<file path="config.mk">
export PLATFORM = sky130hd
export DESIGN_NAME = ghash_tag_verify
export DESIGN_NICKNAME = d
export VERILOG_FILES = /design/src/rtl/gcm_pkg.sv /design/src/rtl/gf128_mul_serial.sv /design/src/rtl/ghash_tag_verify.sv
export SDC_FILE = /design/constraint.sdc
export NUM_CORES = 2
export LEC_CHECK = 0
export ABC_AREA = 1
export CAP_MARGIN = 10
export CORE_UTILIZATION = 45
export CTS_BUF_LIST = sky130_fd_sc_hd__clkbuf_4
export DETAILED_ROUTE_END_ITERATION = 10
export MAX_ROUTING_LAYER = met4
export PLACE_DENSITY_LB_ADDON = 0.2
export SYNTH_ARGS = -nofsm -noshare
export SYNTH_HDL_FRONTEND = slang
export SYNTH_SLANG_ARGS = --single-unit
</file>
<file path="constraint.sdc">
create_clock -name clk -period 3.45 [get_ports clk]
set_clock_uncertainty 0.15 [all_clocks]
set_input_delay 0.5175 -clock clk [delete_from_list [all_inputs] [get_ports clk]]
set_output_delay 0.5175 -clock clk [all_outputs]
set_load 0.1 [all_outputs]
</file>
<file path="src/rtl/gcm_pkg.sv">
// Shared GCM types and the single-bit GF(2^128) multiply step used by the
// serial GHASH engines on both the transmit and receive sides.
package gcm_pkg;

  // Index 0 is the x^0 coefficient, i.e. the MSB of the byte string.
  typedef logic [0:127] blk_t;

  // Reduction constant: 8'hE1 followed by 120 zeros.
  localparam blk_t GF128_R = {8'he1, 120'd0};

  typedef enum logic [2:0] {
    ST_IDLE,
    ST_ACCEPT,
    ST_MUL,
    ST_LENMUL,
    ST_FINAL,
    ST_DONE
  } state_t;

  // Running accumulator and shifted multiplicand of the serial multiply.
  typedef struct packed {
    blk_t z;
    blk_t v;
  } gf_zv_t;

  // One multiplier bit: conditionally accumulate V, then V *= x mod P.
  function automatic gf_zv_t gf128_step(input blk_t z, input blk_t v, input logic xbit);
    gf_zv_t r;
    r.z = xbit ? (z ^ v) : z;
    r.v = v[127] ? ({1'b0, v[0:126]} ^ GF128_R) : {1'b0, v[0:126]};
    return r;
  endfunction

endpackage

</file>
<file path="src/rtl/gf128_mul_serial.sv">
// Digit-serial GF(2^128) multiplier, z = x * y. A go pulse while idle loads
// the operands; the product appears on z during the cycle done is high,
// which is the last of 128/DIGIT busy cycles.
module gf128_mul_serial
  import gcm_pkg::*;
#(
  parameter int DIGIT = 8
) (
  input  logic clk,
  input  logic rst_n,
  input  logic go,
  input  blk_t x,
  input  blk_t y,
  output logic busy,
  output logic done,
  output blk_t z
);

  localparam int MUL_CYC = 128 / DIGIT;
  localparam int CNT_W   = (MUL_CYC > 1) ? $clog2(MUL_CYC) : 1;

  blk_t             x_q;
  blk_t             z_q;
  blk_t             v_q;
  logic [CNT_W-1:0] cnt_q;
  logic             busy_q;
  logic             last;
  gf_zv_t           acc;

  // Apply DIGIT multiply steps to the current accumulator in one cycle.
  // NOTE: every always_comb output gets a value before any branch or loop, so no latch can be inferred.
  always_comb begin
    acc.z = z_q;
    acc.v = v_q;
    for (int i = 0; i < DIGIT; i++) begin
      acc = gf128_step(acc.z, acc.v, x_q[i]);
    end
  end

  assign last = (cnt_q == CNT_W'(MUL_CYC - 1));

  // Operand load on go, then one digit per cycle; x shifts toward index 0.
  // NOTE: sequential state uses non-blocking assignments only, so every flop samples pre-edge values.
  // NOTE: the wide datapath registers are plain flops, not RAM, so they are cleared with the rest of the state.
  always_ff @(posedge clk or negedge rst_n) begin
    if (!rst_n) begin
      busy_q <= 1'b0;
      cnt_q  <= '0;
      x_q    <= '0;
      z_q    <= '0;
      v_q    <= '0;
    end else if (go && !busy_q) begin
      busy_q <= 1'b1;
      cnt_q  <= '0;
      x_q    <= x;
      z_q    <= '0;
      v_q    <= y;
    end else if (busy_q) begin
      z_q   <= acc.z;
      v_q   <= acc.v;
      x_q   <= x_q << DIGIT;
      cnt_q <= cnt_q + 1'b1;
      if (last) begin
        busy_q <= 1'b0;
      end
    end
  end

  assign busy = busy_q;
  assign done = busy_q && last;
  assign z    = acc.z;

endmodule

</file>
<file path="src/rtl/ghash_tag_verify.sv">
// Receive-side GCM authenticator: folds AAD/ciphertext blocks into GHASH,
// folds in the length block, masks with E_K(J0) and compares the leading
// TAG_W bits against the received tag.
module ghash_tag_verify
  import gcm_pkg::*;
#(
  parameter int DIGIT = 8,
  parameter int TAG_W = 128
) (
  input  logic        clk,
  input  logic        rst_n,
  input  logic        start,
  input  blk_t        h_key,
  input  blk_t        ekj0,
  input  logic [0:63] len_aad,
  input  logic [0:63] len_ct,
  input  logic        s_valid,
  output logic        s_ready,
  input  blk_t        s_data,
  input  logic        s_last,
  input  blk_t        rx_tag,
  output logic        busy,
  output logic        done,
  output logic        tag_ok,
  output blk_t        tag_calc
);

  state_t      state_q;
  state_t      state_d;
  blk_t        h_q;
  blk_t        ekj0_q;
  blk_t        y_q;
  logic [0:63] len_aad_q;
  logic [0:63] len_ct_q;
  logic        last_q;

  logic        mul_go;
  logic        mul_busy;
  logic        mul_done;
  blk_t        mul_x;
  blk_t        mul_z;

  logic        zero_len;
  blk_t        len_blk;
  blk_t        tag_nxt;

  assign zero_len = (len_aad_q == '0) && (len_ct_q == '0);
  assign len_blk  = {len_aad_q, len_ct_q};
  assign tag_nxt  = y_q ^ ekj0_q;

  gf128_mul_serial #(.DIGIT(DIGIT)) u_mul (
    .clk  (clk),
    .rst_n(rst_n),
    .go   (mul_go),
    .x    (mul_x),
    .y    (h_q),
    .busy (mul_busy),
    .done (mul_done),
    .z    (mul_z)
  );

  // Next state, block handshake and multiplier launch.
  always_comb begin
    state_d = state_q;
    s_ready = 1'b0;
    mul_go  = 1'b0;
    mul_x   = y_q ^ len_blk;
    case (state_q)
      ST_IDLE, ST_DONE: begin
        if (start) state_d = ST_ACCEPT;
      end
      ST_ACCEPT: begin
        if (zero_len) begin
          // Empty message: go straight to the length block.
          mul_go  = 1'b1;
          state_d = ST_LENMUL;
        end else begin
          s_ready = 1'b1;
          if (s_valid) begin
            mul_go  = 1'b1;
            mul_x   = y_q ^ s_data;
            state_d = ST_MUL;
          end
        end
      end
      ST_MUL: begin
        if (mul_done) state_d = last_q ? ST_LENMUL : ST_ACCEPT;
      end
      ST_LENMUL: begin
        // Coming from MUL the multiplier is idle here and Y holds the final
        // data hash; on the empty-message path it was already launched.
        mul_go = !mul_busy;
        if (mul_done) state_d = ST_FINAL;
      end
      ST_FINAL: state_d = ST_DONE;
      default:  state_d = ST_IDLE;
    endcase
  end

  // State register.
  always_ff @(posedge clk or negedge rst_n) begin
    if (!rst_n) state_q <= ST_IDLE;
    else        state_q <= state_d;
  end

  // Operand latching, GHASH accumulator and result registers.
  always_ff @(posedge clk or negedge rst_n) begin
    if (!rst_n) begin
      h_q       <= '0;
      ekj0_q    <= '0;
      len_aad_q <= '0;
      len_ct_q  <= '0;
      y_q       <= '0;
      last_q    <= 1'b0;
      done      <= 1'b0;
      tag_ok    <= 1'b0;
      tag_calc  <= '0;
    end else begin
      done <= (state_q == ST_FINAL);
      case (state_q)
        ST_IDLE, ST_DONE: begin
          if (start) begin
            h_q       <= h_key;
            ekj0_q    <= ekj0;
            len_aad_q <= len_aad;
            len_ct_q  <= len_ct;
            y_q       <= '0;
            tag_ok    <= 1'b0;
          end
        end
        ST_ACCEPT: begin
          if (s_ready && s_valid) last_q <= s_last;
        end
        ST_MUL, ST_LENMUL: begin
          if (mul_done) y_q <= mul_z;
        end
        ST_FINAL: begin
          tag_calc <= tag_nxt;
          tag_ok   <= (tag_nxt[0:TAG_W-1] == rx_tag[0:TAG_W-1]);
        end
        default: ;
      endcase
    end
  end

  assign busy = (state_q != ST_IDLE) && (state_q != ST_DONE);

endmodule

</file>
# Yosys cells after proc, flatten, opt, wreduce, memory -nomap -nowiden

Index checks and enable logic that the tools add are counted.

Bits in registers: 1,035
Bits of input ports: 645
Output and inout port bits: 132
Logic and storage cells: 115

$add $sub $neg: 1
Equality and inequality tests: 13
Muxes and demuxes: 47
Bitwise operators: 19
Reductions and logical operators: 20

Operator list:

| cell                                                 | count |
|---|---|
| 2-to-1 mux 128 bit                                   | 27 |
| XOR 128 bit                                          | 11 |
| one-hot mux 128 bit (2 select lines)                 | 1 |
| equality test 128 bit                                | 1 |
| zero test 64 bit                                     | 2 |
| NOT 3 -> 4 bit                                       | 8 |
| 2-to-1 mux 3 bit                                     | 5 |
| one-hot mux 3 bit (5 select lines)                   | 1 |
| 2-to-1 mux 1 bit                                     | 8 |
| 2-to-1 mux 4 bit                                     | 2 |
| != test 2 bit (second input constant)                | 4 |
| equality test 3 x 2 -> 1 bit (second input constant) | 2 |
| equality test 3 bit (second input constant)          | 2 |
| != test 3 bit (second input constant)                | 2 |
| AND reduction 2 bit                                  | 3 |
| nonzero test 2 bit                                   | 3 |
| logical AND 1 bit                                    | 5 |
| adder 4 x 1 -> 4 bit (second input constant)         | 1 |
| equality test 4 bit (second input constant)          | 1 |
| one-hot mux 1 bit (2 select lines)                   | 2 |
| AND reduction 4 bit                                  | 1 |
| OR reduction 2 bit                                   | 2 |
| equality test 3 x 1 -> 1 bit (second input constant) | 1 |
| zero test 3 bit                                      | 1 |
| other kinds (4)                                      | 4 |

# Longest topological paths before layout

Depth in word-level cells: 18
Depth in mapped cells: 16
Gate-level depth less buffers: 15

# By module

Synthesis repeated with hierarchy kept, for this count alone.

Cells, all modules: 8,861
Area, all modules: 66,882.9 µm²

Modules (own cells, without submodules):

| module           | instances | cells an instance | area an instance (µm²) | seq. area each (µm²) |
|---|---|---|---|---|
| gf128_mul_serial | 1         | 5,316             | 34,020.1               | 9,734.3 |
| ghash_tag_verify | 1         | 3,545             | 32,862.8               | 16,165.5 |

# Worst setup path before layout

Ideal clock, no wire load.

Path kind: register to register
From: register state_q[2]
To: register last_q
Setup time: 128 ps
Arrival: 2,912 ps
Required time: 3,172 ps
Path slack: 260 ps
Cell stages (with the launch flop): 8
Cells stage by stage: dfrtp_1 -> clkbuf_1 -> nor3_4 -> buf_2 -> inv_2 -> nor2_1 -> nand2_1 -> mux2_1

Word-level cells in the longest chain between the ends: 4

Ends and longest elaborated chain:

| element                       | RTL line                | text |
|---|---|---|
| start: declaration            | ghash_tag_verify.sv:28  | `state_t state_q;` |
| start signal: assignment      | ghash_tag_verify.sv:103 | `else state_q <= state_d;` |
| equality test 3 x 1 -> 1 bit  | ghash_tag_verify.sv:68  | `case (state_q)` |
| 2-to-1 mux 1 bit              | ghash_tag_verify.sv:68  |  |
| net s_ready                   | ghash_tag_verify.sv:18  | `output logic s_ready,` |
| logical AND 1 bit             | ghash_tag_verify.sv:132 | `if (s_ready && s_valid) last_q <= s_last;` |
| AND reduction 2 bit (no line) | n/a                     |  |
| end signal: assignment        | ghash_tag_verify.sv:132 |  |
| end: declaration              | ghash_tag_verify.sv:35  | `logic last_q;` |

The timed path passes the listed nets, and every way through them passes these cells.
A chain may end at the register's enable or synchronous reset.

# Worst setup path in the final report

From: register len_ct_q[17] in the netlist's numbering
To: output s_ready

Word-level cells in the longest chain between the ends: 4

Ends and longest elaborated chain:

| element                  | RTL line                | text |
|---|---|---|
| start: declaration       | ghash_tag_verify.sv:34  | `logic [0:63] len_ct_q;` |
| start signal: assignment | ghash_tag_verify.sv:126 | `len_ct_q <= len_ct;` |
| zero test 64 bit         | ghash_tag_verify.sv:47  | `assign zero_len = (len_aad_q == '0) && (len_ct_q == '0);` |
| logical AND 1 bit        | ghash_tag_verify.sv:47  |  |
| 2-to-1 mux 1 bit         | ghash_tag_verify.sv:73  | `if (zero_len) begin` |
| 2-to-1 mux 1 bit         | ghash_tag_verify.sv:68  |  |
| end: declaration         | ghash_tag_verify.sv:18  |  |

No other way between the ends.

==> impl_metrics.yaml <==
run_status:
  status: "finished, violations left"
  failed_checks: "negative setup slack"
critical_path:
  cpPeakStageDelay_ns: 0.43
  cp_cell_sequence: "nor2_2 -> nand2_1 -> nor2_2 -> nand2_2 -> nor2_4 -> nand2_2 -> nor2_4 -> nor2_4 -> buf_12"
  cp_top_family: "simple AND/OR/NAND/NOR gates"
  path_class: "reg2out"
  worstPathArrival_ns: 2.88
  worst-r2r-setup-slack_ns: 0.30
  crit_top_cell: "nor2_4"
  crit_path_top_delay_cell: "dfrtp_1"
  path_buf_inv: 1
  cp_max_fo: 3
  r2r_cells: 14
  path_depth: 9
  crit_path_end_kind: "primary output"
  crit_required_ns: 2.78
  cp-start-kind: "register"
sta:
  fin_crit_ns: 3.55
  worstMarginPinSlew_ns: 1.03
  finalCritPeriodShare_pct: 103
  setup-violations-final: 1
  hold_viol: 0
  hold-worst-slack_ns: 0.115
  timing.final.max_slew_violations: 0
  max_freq_ghz: 0.282
  layout_setup_ws_ns: -0.0986
  slew_headroom_pct: 31.5
  rsz0062_at_grt: "true"
pwr:
  clock_power_share_pct: 13.2
  power.leakage_nw: 36.9
  p_per_area_mw_per_mm2: 1100
  irDropWorstVdd_v: 0.000908
  p_seq_share_pct: 29.0
  p_sw_w: 0.0458
  swShare_pct: 50.9
  combPwrFrac_pct: 57.8
  total_power_w: 0.0901
  intPower_w: 0.0443
yosys:
  yosysWarnings: 0
  ys_seq_elements: 1035
  syn_nets: 8806
  synth_area_sq_mm: 0.0645
  synthDistinctLibCells: 33
  syn_area_per_cell_sq_um: 7.90
  yosysSeqAreaShare_pct: 40.2
  synthCells: 8160
routing:
  drt_wl_total_mm: 244
  vias: 59500
  routedWlPerCell_um: 21.4
  via_per_inst: 5.22
  dr.pass1.iters: 6
  drc: 0
  drtIter0Drc: 5501
  drtAntennaViolNets: 0
clock_network:
  clkLatencyLatePin_ns: 1.32
  cts_tree: "yes"
  root_buffer: "clkbuf_4"
  clk_path_buf_depth: 4
  clock-sinks: 1035
  htreeDepth: 5
  numCtsBuffers: 312
  clkTransAtPathRegs_ns: 0.07
job:
  drv_cap: 0
die:
  num_io_pins: 777
  rows: 138
  die_x_um: 381
  core_area_sq_mm: 0.142
  start_util_pct: 45.4
  fp.dieH_um: 381
  die_area_sq_mm: 0.145
finish:
  nFillCells: 13100
  seqCellArea_sq_mm: 0.0259
  drive_gt1_share_pct: 12.2
  final_common_cell: "nand2_1"
  syn_to_final_growth_pct: 26.8
  final_cell_mix: "nand2_1 (3257), dfrtp_1 (1021), xnor2_1 (857), clkdlybuf4s50_1 (642), xor2_1 (581)"
  final_util_pct: 57.6
  multi_input_area_sq_mm: 0.0351
  nets: 9904
worst_hold_path:
  min_path_type: "in2reg"
  hold_depth: 10
global_routing:
  grt_pass1_vias: 57700
  grt_first_pass_wirelength_mm: 366
  grt_max_degree: 200
  antenna_found_initial: 35
  grt_usage_pct: 34.3
  gr-total-overflow: 0
placed_design:
  dp_hpwl_mm: 172
  port_buffers: 776
  place_congestion: 0.969
[cells in the mapped netlist (all sizes together)]
| master | number | share of area [%] |
|---|---|---|
| ha | 1 | 0.019 |
| o211ai | 18 | 0.21 |
| nand3 | 329 | 2.6 |
| nand4 | 19 | 0.18 |
| xnor2 | 857 | 12 |
| nand2b | 1 | 0.0097 |
| o21ai | 495 | 3.8 |
| xor2 | 581 | 7.9 |
| inv | 341 | 2.0 |
| nand3b | 5 | 0.058 |
| o22ai | 9 | 0.087 |
| o21bai | 1 | 0.012 |
| nand2 | 3267 | 19 |
| clkinv | 2 | 0.012 |
| dfrtp | 1035 | 40 |
| mux2 | 385 | 6.7 |
| buf | 306 | 2.3 |
| nor3 | 15 | 0.13 |
| nor2 | 185 | 1.1 |
| a21oi | 20 | 0.16 |
| clkbuf | 227 | 1.3 |
| a31oi | 1 | 0.0097 |
| or2 | 60 | 0.58 |
[per-layer routing]
layer | up-vias | global-route usage, % | part of all wire [%]
met2 | 2526 | 50.4 | 44
met1 | 28900 | 47.2 | 44
met4 | 0 | 11.5 | 3.1
met5 | - | - | 0
li1 | 27700 | - | -
met3 | 398 | 6.44 | 8.4
[worst min-delay path, delay by kind of cell]
kind | cells | cell delay, ns
AND/OR/NAND/NOR | 6 | 0.31
buffers and inverters | 1 | 0.42
XOR/XNOR | 1 | 0.14
AO/OA/AOI/OAI | 2 | 0.13
[area by class of cell]
cell class	instances	area share, %
Tap cell	1890	2.89
Antenna cell	35	0.107
Timing Repair Buffer	1317	16.2
Multi-Input combinational cell	6249	42.9
Inverter	343	1.59
Clock inverter	82	0.520
Sequential cell	1035	31.7
Clock buffer	442	4.06
[registers in the layout, summed over array words and instances (netlist names), 3 cells and up]
register / count
len_ct_q: 64
h_q: 128
u_mul.z_q: 128
u_mul.x_q: 128
u_mul.cnt_q: 4
state_q: 3
len_aad_q: 64
y_q: 128
tag_calc: 128
u_mul.v_q: 128
ekj0_q: 128
[power by group through the flow]
stage / sequential (W) / combinational [W] / clock (W)
floorplan: 0.0257 / 0.0356 / 0
finish: 0.0262 / 0.0521 / 0.0119
detailed placement: 0.0261 / 0.0513 / 0
global placement: 0.0260 / 0.0501 / 0
CTS: 0.0259 / 0.0517 / 0.0121
global route: 0.0267 / 0.0567 / 0.0128
[path summary, 6_finish.rpt]
check                                  start             end
max in group asynchronous              rst_n     ekj0_q[125]
worst min register to register      h_q[101]  u_mul.v_q[101]
worst max-delay path            len_ct_q[17]         s_ready
min in group asynchronous              rst_n         h_q[35]
worst min-delay path              s_data[74]   u_mul.x_q[74]
worst max register to register  len_aad_q[0]      state_q[2]
[timing repair]
action	4_1_cts	5_1_grt
endpoints found under the setup margin	72	2
pin swaps	6	5
hold endpoints to repair	1456	0
hold buffers	400	0
buffers inserted	6	3
gates resized for setup	98	11
[stage by stage]
step                      setup slack, ns  cell area, sq um  setup TNS (ns)  std cells
after global routing               -0.262             81700          -0.262      11400
after global placement              0.292             73800               0      10400
after floorplan                     0.260             64500               0       8160
after CTS                          -0.233             81600          -0.233      11400
final                             -0.0986             81800         -0.0986      11400
after detailed placement            0.239             73800               0      10400
[kinds of logic after synthesis]
family | count (synthesis) | share of synthesized area, %
flip-flops | 1035 | 40.2
buffers and inverters | 876 | 5.61
AND/OR/NAND/NOR | 3881 | 23.6
AO/OA/AOI/OAI | 544 | 4.32
XOR/XNOR | 1438 | 19.5
adder cells (fa/ha/maj) | 1 | 0.0194
multiplexers | 385 | 6.72
Power figures use the tool's default switching activity.
